==> src/rtl/sar_search.sv <==
// Successive-approximation search controller driving a magnitude comparator, MSB first.
// Latency start->done = probes+1 cycles (max WIDTH+1); start is ignored while busy.
module sar_search #(
  parameter int WIDTH = 4,
  localparam int PW = $clog2(WIDTH + 1),
  localparam int KW = (WIDTH > 1) ? $clog2(WIDTH) : 1
) (
  input  logic             clk,
  input  logic             rst,
  input  logic             start_i,
  input  logic             cmp_gt_i,
  input  logic             cmp_eq_i,
  input  logic             cmp_lt_i,
  output logic [WIDTH-1:0] guess_o,
  output logic             guess_vld_o,
  output logic             busy_o,
  output logic             done_o,
  output logic [WIDTH-1:0] result_o,
  output logic [PW-1:0]    probes_o,
  output logic             err_o
);

  typedef enum logic [1:0] {IDLE, PROBE, DONE} state_t;

  state_t           state_q, state_d;
  logic [WIDTH-1:0] acc_q, acc_d;
  logic [KW-1:0]    k_q, k_d;
  logic [PW-1:0]    cnt_q, cnt_d;
  logic [WIDTH-1:0] result_q, result_d;
  logic [PW-1:0]    probes_q, probes_d;
  logic             err_q, err_d;
  logic             done_q, done_d;
  logic [WIDTH-1:0] trial;
  logic             finish;

  assign trial = acc_q | (WIDTH'(1) << k_q);

  always_ff @(posedge clk or posedge rst) begin
    if (rst) begin
      state_q  <= IDLE;
      acc_q    <= '0;
      k_q      <= '0;
      cnt_q    <= '0;
      result_q <= '0;
      probes_q <= '0;
      err_q    <= 1'b0;
      done_q   <= 1'b0;
    end else begin
      state_q  <= state_d;
      acc_q    <= acc_d;
      k_q      <= k_d;
      cnt_q    <= cnt_d;
      result_q <= result_d;
      probes_q <= probes_d;
      err_q    <= err_d;
      done_q   <= done_d;
    end
  end

  always_comb begin
    state_d  = state_q;
    acc_d    = acc_q;
    k_d      = k_q;
    cnt_d    = cnt_q;
    result_d = result_q;
    probes_d = probes_q;
    err_d    = err_q;
    done_d   = 1'b0;
    finish   = 1'b0;
    case (state_q)
      PROBE: begin
        cnt_d = cnt_q + PW'(1);
        case ({cmp_gt_i, cmp_eq_i, cmp_lt_i})
          3'b010: begin
            result_d = trial;
            finish   = 1'b1;
          end
          3'b100, 3'b001: begin
            // lt keeps the trial bit, gt drops it
            if (cmp_lt_i) acc_d = trial;
            if (k_q == '0) begin
              result_d = cmp_lt_i ? trial : acc_q;
              finish   = 1'b1;
            end else begin
              k_d = k_q - KW'(1);
            end
          end
          default: begin
            err_d    = 1'b1;
            result_d = acc_q;
            finish   = 1'b1;
          end
        endcase
        if (finish) begin
          state_d  = DONE;
          done_d   = 1'b1;
          probes_d = cnt_q + PW'(1);
        end
      end
      default: begin
        if (start_i) begin
          state_d  = PROBE;
          acc_d    = '0;
          k_d      = KW'(WIDTH - 1);
          cnt_d    = '0;
          result_d = '0;
          probes_d = '0;
          err_d    = 1'b0;
        end
      end
    endcase
  end

  assign guess_o     = (state_q == PROBE) ? trial : '0;
  assign guess_vld_o = (state_q == PROBE);
  assign busy_o      = (state_q == PROBE);
  assign done_o      = done_q;
  assign result_o    = result_q;
  assign probes_o    = probes_q;
  assign err_o       = err_q;

endmodule
==> config.mk <==
export PLATFORM = sky130hd
export DESIGN_NAME = sar_search
export DESIGN_NICKNAME = d
export VERILOG_FILES = /design/src/rtl/sar_search.sv
export SDC_FILE = /design/constraint.sdc
export NUM_CORES = 1
export LEC_CHECK = 0
export CORE_UTILIZATION = 43
export DETAILED_ROUTE_END_ITERATION = 10
export GPL_TIMING_DRIVEN = 0
export PLACE_DENSITY = 0.68
export SYNTH_ARGS = -nofsm -noshare
export SYNTH_HDL_FRONTEND = slang
export SYNTH_SLANG_ARGS = --single-unit
==> constraint.sdc <==
create_clock -name clk -period 2.1 [get_ports clk]
set_input_delay 0.525 -clock clk [delete_from_list [all_inputs] [get_ports clk]]
set_output_delay 0.525 -clock clk [all_outputs]
set_load 0.01 [all_outputs]
Word level (Yosys, flattened, before mapping)
Index checks and enable logic that the tools add are counted.

operators by class
  bitwise gates (word level) = 1
  multiplexer cells = 27
  equality and inequality tests = 9
  reduce and logical (&&, ||, !) cells = 9
  shift-type cells = 1
  $add $sub $neg = 2

operator list
  operator                                                                  number
  4-bit 2-to-1 mux                                                          7
  2-bit 2-to-1 mux                                                          7
  3-bit 2-to-1 mux                                                          4
  1-bit 2-to-1 mux                                                          8
  4-bit one-hot mux with 2 select lines                                     1
  2-bit AND reduction                                                       4
  2-bit by 1-bit inequality test with 1-bit output (second input constant)  2
  2-bit inequality test (second input constant)                             2
  4-bit OR                                                                  1
  1-bit by 2-bit << shifter with 4-bit output (first input constant)        1
  3-bit by 1-bit adder with 3-bit output (second input constant)            1
  3-bit by 1-bit == test with 1-bit output (second input constant)          1
  3-bit by 2-bit == test with 1-bit output (second input constant)          1
  3-bit == test (second input constant)                                     1
  3-bit inequality test (second input constant)                             1
  3-bit AND reduction                                                       1
  3-bit OR reduction                                                        1
  2-bit by 1-bit == test with 1-bit output (second input constant)          1
  2-bit logical NOT                                                         1
  2-bit nonzero test                                                        1
  2-bit OR reduction                                                        1
  2-bit by 1-bit subtractor with 2-bit output (second input constant)       1

storage, ports and cells
  word-level logic and storage cells = 57
  register bits = 20

Logic depth before layout (Yosys ltp)
  depth in word-level cells = 6
  mapped depth = 7
  mapped depth without buffers = 6

Worst setup path before layout
OpenSTA, ideal clock, no wires.

  kind = reg2out
  start = register state_q[1]
  end = output port guess_vld_o
  slack = 521 ps
  path buffers = 2
  arrival time = 1054 ps
  required time = 1575 ps
  cell stages (with the launch flop) = 5
  cell sequence = dfrtp_1 > nand2b_1 > inv_1 > buf_2 > buf_4

between the ends
  cells in the longest elaborated chain, start to end = 1

RTL lines
  what                                      line  source
  from (decl)                               25    state_t state_q, state_d;
  from (signal assigned)                    49    state_q <= state_d;
  2-bit by 1-bit == test with 1-bit output  --
  to (decl)                                 15    output logic guess_vld_o,

No other way between the ends.

Final worst setup path
  start = register k_q[0]
  end = output port guess_o[1]

between the ends
  cells in the longest elaborated chain, start to end = 3

RTL lines
  what                                         line  source
  from (decl)                                  27    logic [KW-1:0] k_q, k_d;
  from (signal assigned)                       51    k_q <= k_d;
  1-bit by 2-bit << shifter with 4-bit output  36    assign trial = acc_q | (WIDTH'(1) << k_q);
  4-bit OR                                     36
  4-bit 2-to-1 mux                             114   assign guess_o = (state_q == PROBE) ? trial : '0;
  to (decl)                                    14    output logic [WIDTH-1:0] guess_o,

No other way between the ends.

==> results.cfg <==
[die]
fp.dieH_um = 51.6
die_area_um2 = 2670
row_count = 17
die_w_um = 51.6
ios = 21
initial_utilization = 0.466
core_region_area_um2 = 2280

[cts]
worst_skew_pair.late_latency_ns = 0.31
clock_tree.root_cell = clkbuf_4
htree_num_levels = 1
sinks_on_the_clock_net = 20
clock_tree_from_tritoncts = done
cts-buffers-inserted = 3
ctsHoldBuffers = 0
clock_path_buffers = 2
clk_pin_slew_worst_paths_ns = 0.12

[critical_path]
r2r_cells = 7
r2r_start = k_q[1]
critPathMostFrequentCell = nor2_1
required_time_reported_for_the_critical_path_endpoint_ns = 1.57
criticalPathCategory = reg -> out
ff2ff_setup_slack_ns = 0.46
worstPathCellList = buf_4, ha_2, nor2_1, nor2_1, dlygate4sd2_1
critPathLaunchType = flip-flop
timing.critical_path.slowest_cell_delay_ns = 0.43
reg2reg_to = k_q[0]
crit_start = k_q[0]
crit_path_end = guess_o[1]
crit_fanout = 3
endpoint_kind = output port
crit_path_slowest_cell = dfrtp_2
timing.critical_path.arrival_ns = 1.51

[sta]
skew_ns = 0.0106
final-hold-violation-count = 0
period_needed_ns = 2.03
worst-slew-pin-transition_ns = 0.780
max_freq_mhz = 492
max_slew_headroom = 0.480
setup_total_negative_slack_ns = 0
final-max-slew-violation-count = 0
final_cycle_utilization_of_the_critical_path = 0.968
final.setup.worst_slack_ns = 0.0682
grt_setup_unrepaired = no
final-setup-viol-count = 0

[status]
run_status = finished clean

[yosys]
top_post_synthesis_cells_by_area = dfrtp_1 47%, mux2i_1 7.6%, ha_1 5.9%, o21ai_0 5.7%, nor2_1 5.3%
yosys_register_bits = 20
synth.net_count = 114
yosysWarnings = 0
synthFlopType = dfrtp_1
synth.yosys.seq_area_share = 0.472
synth_largest_type_area_fraction = 0.472
cell_area_synth_um2 = 1060
post_synth_edffs = 0
synth_instances = 103
post_synth_arst_share = 1.00
synth_cell_types = 29
synth_top_area_cell = dfrtp_1
avg_cell_area_syn_um2 = 10.3

[finish]
layout.filler_cells = 196
design.final.nets = 141
finalCoreUtilization = 0.595
syn2layout_area_growth_pct = 27.9
antenna_cells = 0
ff_latch_area_um2 = 502
multiInputGateArea_um2 = 503
post_route_cells_drive_above_1_share = 0.195

[global_route]
grt_start_max_net_pins = 21
grt_pass1_wl_mm = 3.93
gr-usage-all-layers = 0.208
grt.overflow.total = 0
grt_pass1_vias = 837
antenna_found_initial = 0

[place]
place_ws_ns = -0.175
portBuffers = 19
gpl.final_weighted_congestion = 0.870
post-dp-hpwl_mm = 1.53

[routing]
drt-vias-per-instance = 5.40
post_drt_wl_per_cell_um = 14.6
detail_route.first_pass.iterations = 4
postRouteAntennaNets = 0
routed-via-count = 842
routed_wl_mm = 2.27
initialDrtViolationCount = 11
drt_drc_violations_left = 0

[run]
drv.max_cap_violation_count = 0

[power]
ir_worst_vdd_v = 0.000697
leakage_power_of_the_design_nw = 0.642
cellPowerDensity_nw_per_um2 = 1310

[worst_hold_path]
hold_path_depth = 1
worst_hold_path_type = reg -> reg
==> cells by family (layout without fill, tap and decap cells) <==
family,count (synthesis),after routing,synth area share
buffers and inverters,14,39,0.0697
and+or+nand+nor,25,25,0.110
DFF,20,20,0.472
adders and majority gates,5,5,0.0590
xor gates and xnor gates,4,4,0.0402
muxes,9,9,0.0862
AOI/OAI and AO/OA,26,26,0.163
==> per-layer routing <==
metal	up-vias	share of wire	routed length [um]	global-route usage
li1	406	-	-	-
met1	407	0.49	1100	0.284
met2	23	0.45	1030	0.312
met3	6	0.040	91	0.0292
met4	0	0.022	49	0.122
met5	-	0	0	0
==> timing repair <==
item / CTS / global route
pin swaps: 0 / 0
resized for setup: 17 / 4
buffers inserted: 3 / 0
setup endpoints to repair: 6 / 3
==> worst max-delay path, delay by kind of cell, from the launching register on <==
family | cells | cell delay [ns]
adders and majority gates | 1 | 0.20
buffers and inverters | 2 | 0.43
DFF | 1 | 0.43
and+or+nand+nor | 2 | 0.13
==> cells in the mapped netlist (2+ instances only) <==
master,number
dfrtp_1,20
nor2_1,15
o21ai_0,12
mux2i_1,8
a31oi_1,7
inv_1,7
ha_1,5
a21o_1,3
buf_4,2
clkbuf_1,2
nand2_1,2
nand3_1,2
xnor2_1,2
==> through the flow <==
stage	power [mW]	cells	hold WS, ns	instance area, um2
after global placement	1.49	150	0.484	1280
final	1.77	156	0.505	1360
after global routing	1.90	156	0.540	1360
after CTS	1.76	156	0.509	1350
after detailed placement	1.52	150	0.492	1280
after floorplan	1.16	103	0.464	1060
==> power by group <==
group	leakage [nW]	total, mW	internal, mW	switching [mW]
registers	0.256	0.602	0.517	0.0858
clock network	0.0138	0.187	0.0671	0.120
logic	0.373	0.981	0.488	0.492
==> flip-flops by register name, summed over array words and instances, names as in the netlist <==
signal / flops
result_o: 4
acc_q: 4
state_q: 2
probes_o: 3
err_o: 1
k_q: 2
done_o: 1
cnt_q: 3
==> placed cells by master, fill, tap and decap left out, types with 2 or more instances in the layout <==
cell type and n:
xnor2_1 2, buf_6 2, dfrtp_1 19, inv_1 5, a31oi_1 7, nor2_1 15
nand2_1 2, dlygate4sd2_1 5, buf_4 5, nand3_1 2, mux2i_1 8, o21ai_0 12
ha_2 4, clkbuf_4 4, clkdlybuf4s50_1 13, a21o_1 3
==> worst min path at each step <==
stage	start	to	slack (ns)
global route	cnt_q[2]	cnt_q[2]	0.54
CTS	cnt_q[2]	cnt_q[2]	0.51
finish	cnt_q[2]	cnt_q[2]	0.50
global placement	cnt_q[2]	cnt_q[2]	0.48
detailed placement	state_q[0]	state_q[0]	0.49
floorplan	state_q[1]	state_q[1]	0.46
==> cell type report <==
| class | instances | share of cell area |
|---|---|---|
| timing repair buffer | 22 | 0.152 |
| sequential | 20 | 0.370 |
| buffer | 6 | 0.0360 |
| tap | 28 | 0.0259 |
| inverter | 8 | 0.0277 |
| multi-input combinational | 69 | 0.371 |
| clock buffer | 3 | 0.0166 |
(Power assumes the default switching activity.)
